### src/rtl/mem_access_ctrl_pkg.sv
// Shared definitions for the load/store bus controller: op_size encodings,
// FSM state encodings, the default bus timeout and small lane helpers.
package mem_access_ctrl_pkg;

   localparam int TIMEOUT_DEF = 15;

   localparam logic [1:0] SZ_BYTE     = 2'b00;
   localparam logic [1:0] SZ_HALF     = 2'b01;
   localparam logic [1:0] SZ_WORD     = 2'b10;
   localparam logic [1:0] SZ_WORD_ALT = 2'b11;

   typedef enum logic [1:0] {
      ST_IDLE   = 2'b00,
      ST_ACCESS = 2'b01,
      ST_RESP   = 2'b10
   } state_e;

   // Byte is always aligned; half needs an even address; word (and 11) needs 4-byte alignment.
   function automatic logic is_aligned(input logic [1:0] size, input logic [1:0] addr_lo);
      case (size)
         SZ_BYTE: is_aligned = 1'b1;
         SZ_HALF: is_aligned = ~addr_lo[0];
         default: is_aligned = (addr_lo == 2'b00);
      endcase
   endfunction

   function automatic logic [3:0] byte_en(input logic [1:0] size, input logic [1:0] addr_lo);
      case (size)
         SZ_BYTE: byte_en = 4'b0001 << addr_lo;
         SZ_HALF: byte_en = addr_lo[1] ? 4'b1100 : 4'b0011;
         default: byte_en = 4'b1111;
      endcase
   endfunction

   // Store data is replicated so whichever lanes the byte enables select carry it.
   function automatic logic [31:0] replicate(input logic [1:0] size, input logic [31:0] wdata);
      case (size)
         SZ_BYTE: replicate = {4{wdata[7:0]}};
         SZ_HALF: replicate = {2{wdata[15:0]}};
         default: replicate = wdata;
      endcase
   endfunction

endpackage

### src/rtl/mem_access_ctrl_ld_lane_ext.sv
// Load lane selection and zero/sign extension, steered by the bus byte enables.
module ld_lane_ext (
   input  logic [31:0] bus_rdata,
   input  logic [3:0]  be,
   input  logic        sign,
   output logic [31:0] result
);

   // Pick the enabled lane and extend it; full-word enables pass the data through.
   always_comb begin
      result = bus_rdata;
      case (be)
         4'b0001: result = {{24{sign & bus_rdata[7]}},  bus_rdata[7:0]};
         4'b0010: result = {{24{sign & bus_rdata[15]}}, bus_rdata[15:8]};
         4'b0100: result = {{24{sign & bus_rdata[23]}}, bus_rdata[23:16]};
         4'b1000: result = {{24{sign & bus_rdata[31]}}, bus_rdata[31:24]};
         4'b0011: result = {{16{sign & bus_rdata[15]}}, bus_rdata[15:0]};
         4'b1100: result = {{16{sign & bus_rdata[31]}}, bus_rdata[31:16]};
         default: result = bus_rdata;
      endcase
   end

endmodule

### src/rtl/mem_access_ctrl.sv
// CPU load/store to single-beat bus controller with alignment exceptions and
// a bus-wait timeout.
//
// state  | meaning
// IDLE   | waiting for op_valid; misaligned ops flag exc_adel/exc_ades here
// ACCESS | bus_req high, waiting for bus_ack or the wait counter to expire
// RESP   | one-cycle done pulse, rdata already holds the extended load data
module mem_access_ctrl
   import mem_access_ctrl_pkg::*;
#(
   parameter int TIMEOUT = TIMEOUT_DEF
) (
   input  logic        clk,
   input  logic        rst,
   input  logic        op_valid,
   input  logic        op_we,
   input  logic [1:0]  op_size,
   input  logic        op_sign,
   input  logic [31:0] op_addr,
   input  logic [31:0] op_wdata,
   output logic        stall,
   output logic        done,
   output logic [31:0] rdata,
   output logic        exc_adel,
   output logic        exc_ades,
   output logic        exc_bus,
   output logic        bus_req,
   output logic        bus_we,
   output logic [31:0] bus_addr,
   output logic [3:0]  bus_be,
   output logic [31:0] bus_wdata,
   input  logic        bus_ack,
   input  logic [31:0] bus_rdata
);

   localparam int CW = (TIMEOUT < 2) ? 1 : $clog2(TIMEOUT + 1);
   localparam logic [CW-1:0] CNT_LAST = CW'(TIMEOUT - 1);

   state_e      state_q, state_d;
   logic [CW-1:0] cnt_q, cnt_d;
   logic [31:0] addr_q, addr_d;
   logic [1:0]  size_q, size_d;
   logic        sign_q, sign_d;
   logic        we_q, we_d;
   logic [31:0] wdata_q, wdata_d;
   logic [31:0] rdata_q, rdata_d;
   logic        exc_bus_q, exc_bus_d;

   logic        op_aligned;
   logic [3:0]  lane_be;
   logic [31:0] ld_res;

   assign op_aligned = is_aligned(op_size, op_addr[1:0]);
   assign lane_be    = byte_en(size_q, addr_q[1:0]);

   ld_lane_ext u_ld_lane_ext (
      .bus_rdata (bus_rdata),
      .be        (lane_be),
      .sign      (sign_q),
      .result    (ld_res)
   );

   // Next-state, op latching, wait counter and handshake outputs.
   // The timeout moves straight to IDLE with a registered exc_bus pulse, so
   // bus_req drops in the exception cycle; that cycle must not re-accept the
   // still-held op_valid.
   always_comb begin
      state_d   = state_q;
      cnt_d     = cnt_q;
      addr_d    = addr_q;
      size_d    = size_q;
      sign_d    = sign_q;
      we_d      = we_q;
      wdata_d   = wdata_q;
      rdata_d   = rdata_q;
      exc_bus_d = 1'b0;
      bus_req   = 1'b0;
      done      = 1'b0;
      exc_adel  = 1'b0;
      exc_ades  = 1'b0;
      case (state_q)
         ST_IDLE: begin
            if (op_valid && !exc_bus_q && !rst) begin
               if (op_aligned) begin
                  addr_d  = op_addr;
                  size_d  = op_size;
                  sign_d  = op_sign;
                  we_d    = op_we;
                  wdata_d = op_wdata;
                  cnt_d   = '0;
                  state_d = ST_ACCESS;
               end else if (op_we) begin
                  exc_ades = 1'b1;
               end else begin
                  exc_adel = 1'b1;
               end
            end
         end
         ST_ACCESS: begin
            bus_req = 1'b1;
            if (bus_ack) begin
               if (!we_q) begin
                  rdata_d = ld_res;
               end
               state_d = ST_RESP;
            end else begin
               cnt_d = cnt_q + 1'b1;
               if (cnt_q == CNT_LAST) begin
                  exc_bus_d = 1'b1;
                  state_d   = ST_IDLE;
               end
            end
         end
         ST_RESP: begin
            done    = 1'b1;
            state_d = ST_IDLE;
         end
         default: state_d = ST_IDLE;
      endcase
   end

   // State and datapath registers.
   always_ff @(posedge clk or posedge rst) begin
      if (rst) begin
         state_q   <= ST_IDLE;
         cnt_q     <= '0;
         addr_q    <= '0;
         size_q    <= SZ_BYTE;
         sign_q    <= 1'b0;
         we_q      <= 1'b0;
         wdata_q   <= '0;
         rdata_q   <= '0;
         exc_bus_q <= 1'b0;
      end else begin
         state_q   <= state_d;
         cnt_q     <= cnt_d;
         addr_q    <= addr_d;
         size_q    <= size_d;
         sign_q    <= sign_d;
         we_q      <= we_d;
         wdata_q   <= wdata_d;
         rdata_q   <= rdata_d;
         exc_bus_q <= exc_bus_d;
      end
   end

   assign exc_bus   = exc_bus_q;
   assign stall     = op_valid & ~rst & ~(done | exc_adel | exc_ades | exc_bus);
   assign rdata     = rdata_q;
   assign bus_we    = we_q & (state_q == ST_ACCESS);
   assign bus_addr  = {addr_q[31:2], 2'b00};
   assign bus_be    = lane_be;
   assign bus_wdata = replicate(size_q, wdata_q);

endmodule

### config.mk
export PLATFORM = sky130hd
export DESIGN_NAME = mem_access_ctrl
export DESIGN_NICKNAME = d
export VERILOG_FILES = /design/src/rtl/mem_access_ctrl_pkg.sv /design/src/rtl/mem_access_ctrl_ld_lane_ext.sv /design/src/rtl/mem_access_ctrl.sv
export SDC_FILE = /design/constraint.sdc
export NUM_CORES = 1
export LEC_CHECK = 0
export CAP_MARGIN = 20
export CELL_PAD_IN_SITES_DETAIL_PLACEMENT = 1
export CELL_PAD_IN_SITES_GLOBAL_PLACEMENT = 2
export CORE_AREA = 2 2 139 141
export CTS_BUF_LIST = sky130_fd_sc_hd__clkbuf_8
export DETAILED_ROUTE_END_ITERATION = 8
export DIE_AREA = 0 0 141 143
export MAX_ROUTING_LAYER = met4
export PLACE_DENSITY = 0.89
export REMOVE_ABC_BUFFERS = 1
export SETUP_SLACK_MARGIN = 0.02
export SLEW_MARGIN = 25
export SYNTH_ARGS = -nofsm -noshare
export SYNTH_HDL_FRONTEND = slang
export SYNTH_SLANG_ARGS = --single-unit
### constraint.sdc
create_clock -name clk -period 10.6 [get_ports clk]
set_clock_uncertainty 0.05 [all_clocks]
set_input_delay 2.12 -clock clk [delete_from_list [all_inputs] [get_ports clk]]
set_output_delay 2.12 -clock clk [all_outputs]
set_load 0.02 [all_outputs]
==> results.cfg <==
[run_status]
status = complete, no violations

[floorplanning]
pin_count = 211
dieArea_sq_um = 20200
fp.dieH_um = 143
coreArea_sq_um = 18600
die_x_um = 141
rows = 50
start_util_pct = 28.7

[power]
ir_drop_uv = 91.1
p_leak_uw = 0.00316
pwr_density_cell_nw_per_um2 = 238

[critical_path]
worstPathCellList = clkdlybuf4s50_1 -> nor2_1 -> nor4_1 -> nand2_1 -> nor2_1 -> clkdlybuf4s50_1
endpoint_kind = output port
crit_fanout = 4
crit_required_ns = 8.43
worstPathArrival_ns = 4.11
start_kind = input port
reg2regPathDepth = 4
slowest_delay_ns = 0.64
path_class = in -> out
rr_startpoint = size_q[1]
reg2reg_slack_ns = 7.82
critPathSlowestCell = clkdlybuf4s50_1
critical_path.top_delay_family = buffers and inverters
worstPathBufferInverterCount = 2
reg2reg_to = rdata[25]

[global_route]
met2_usage_pct = 29.0
grt_busiest_layer = met2
overflow = 0
first_global_vias = 4768
grt_pass1_wl_mm = 26.1
gr-usage-met1_pct = 19.9
grt_max_degree = 73
use_met3_pct = 5.50
antenna_found_initial = 1
grt_use_total_pct = 17.3

[detailed_routing]
drc = 0
wire_per_inst_um = 19.1
routed_via_density = 4.88
vias = 4259
drt-total-wl_mm = 16.6
drt_iter0_drc = 101
dr.pass1.iters = 4
detail-route-antenna-nets = 0

[timing]
rsz0062_at_grt = false
hold_violations = 0
post-route-period-util_pct = 59.2
setup_violations = 0
period_minus_slack_ns = 6.28
fin_tns_setup_ns = 0
fmax_mhz = 159
worst_slew_pin_slew_ns = 0.958
relSlewSlack_pct = 36.1
maxSlewViolCount = 0

[synthesis]
syn_inst = 478
syn_area_per_cell_sq_um = 11.2
syn_area_sq_um = 5330
yosys_most_used_dff = dfrtp_1
yosysUniqueCellTypes = 42
ys_seq_area_share_pct = 50.2
yosysWarningCount = 0
async_reset_ff_share_pct = 100
synth_edf_count = 0
ys_ff_latch = 107

[worst_hold_path]
hold_class = reg -> reg
hold-path-cell-count = 2
min_from = rdata[7]
hold_path_end = rdata[7]

[clock_network]
cts_buffer_depth = 2
clk_pin_slew_worst_paths_ns = 0.11
cts_buffers = 9
post_cts_buffers = 0
ctsHtreeMaxLevel = 3
clk_latency_ns = 0.39
cts_tree = done
cts_hold_buffers = 0
cts_sinks = 107
cts_resized = 0
clockRootBuffer = clkbuf_8

[place]
portBuffers = 208
gp_congestion = 0.762
place_inst = 855
dp_hpwl_mm = 12.0

[job]
drv_cap = 0

[final_layout]
instances_no_fill = 872
nets = 738
drive_above_1_share_pct = 18.2
syn2layout_area_growth_pct = 40.5
nFillCells = 2022
[Yosys cell counts, types with 2 or more instances]
master | count | area (sq um)
a21o_1 | 2 | 15.0
a21oi_1 | 16 | 80.1
a22oi_1 | 15 | 113
and2_1 | 3 | 18.8
and3_1 | 11 | 68.8
buf_1 | 3 | 11.3
buf_2 | 15 | 75.1
buf_4 | 42 | 315
clkbuf_1 | 9 | 33.8
dfrtp_1 | 107 | 2680
ha_1 | 2 | 25.0
inv_1 | 6 | 22.5
mux2_2 | 86 | 968
mux2i_1 | 15 | 150
nand2_1 | 36 | 135
nand3_1 | 34 | 170
nor2_1 | 21 | 78.8
nor3_1 | 2 | 10.0
nor3b_1 | 2 | 15.0
o21ai_0 | 29 | 145
[state kept, by name, summed over array words and instances (netlist names)]
name,cells
wdata_q,32
state_q,2
we_q,1
sign_q,1
cnt_q,4
exc_bus,1
rdata,32
addr_q,32
size_q,2
[layout make-up]
cell class / instances / area (sq um) / share of cell area [%]
timing repair buffer: 212 / 2110 / 28.2
clock buffer: 9 / 124 / 1.65
tap: 234 / 293 / 3.91
antenna: 1 / 2.50 / 0.0334
inverter: 6 / 25.0 / 0.334
sequential: 107 / 2680 / 35.7
clock inverter: 7 / 61.3 / 0.818
multi-input combinational: 296 / 2200 / 29.3
[power by group]
group          leakage, uW  switching [uW]  internal, uW
clock            0.0000872             158          90.0
combinational      0.00177             421           444
sequential         0.00130             127           546
[routing by layer]
layer / up-vias / wire (um) / part of all wire, %
li1: 1947 / - / -
met1: 2113 / 7020 / 42
met2: 182 / 8000 / 48
met3: 17 / 1340 / 8.1
met4: 0 / 277 / 1.7
met5: - / 0 / 0
[placed cells by master (no fill, tap or decap), drive strengths merged, types with 15 or more instances in the layout]
master         netlist  routed
nor2                22      22
a22oi               15      15
dfrtp              107     107
clkdlybuf4s50        0     208
mux2i               15      15
mux2                87      87
nand2               36      36
nand3               34      34
o21ai               29      29
a21oi               17      17
[how the worst max path moves through the flow]
stage          startpoint        to  slack [ns]  depth (start not counted)
2_1_floorplan  op_size[0]     stall        5.47                          3
3_3_place_gp   op_addr[0]  exc_adel        4.45                          6
3_5_place_dp   op_addr[0]  exc_adel        4.31                          6
4_1_cts        op_addr[0]  exc_adel        4.31                          6
5_1_grt        op_addr[0]  exc_adel        4.20                          6
6_report       op_addr[0]  exc_adel        4.32                          6
[stage by stage]
| stage | power (uW) | area [sq um] | hold WS, ns | worst slack, ns | util, % |
|---|---|---|---|---|---|
| 2_1_floorplan | 1090 | 4890 | 0.424 | 5.47 | - |
| 3_3_place_gp | 1530 | 7310 | 0.416 | 4.45 | 39.3 |
| 3_5_place_dp | 1560 | 7310 | 0.423 | 4.31 | 39.3 |
| 4_1_cts | 1810 | 7490 | 0.450 | 4.31 | 40.3 |
| 5_1_grt | 1900 | 7500 | 0.480 | 4.20 | 40.3 |
| 6_report | 1790 | 7500 | 0.449 | 4.32 | 40.3 |
[worst reg2reg max path: stages, from the launching register on]
cell	delay, ns
dfrtp_2	0.99
inv_1	0.58
and3_1	0.34
o2111ai_4	0.51
nand3_1	0.16
[kinds of logic after synthesis]
logic type                 after synthesis  share of synthesized area [%]
buffers and inverters                   76                           8.80
and+or+nand+nor                        120                           10.9
AOI/OAI and AO/OA                       69                           8.14
muxes                                  102                           21.3
DFF                                    107                           50.2
adders and majority gates                2                          0.469
xor gates and xnor gates                 1                          0.164
other                                    1                         0.0703
Power figures use the tool's default switching activity.
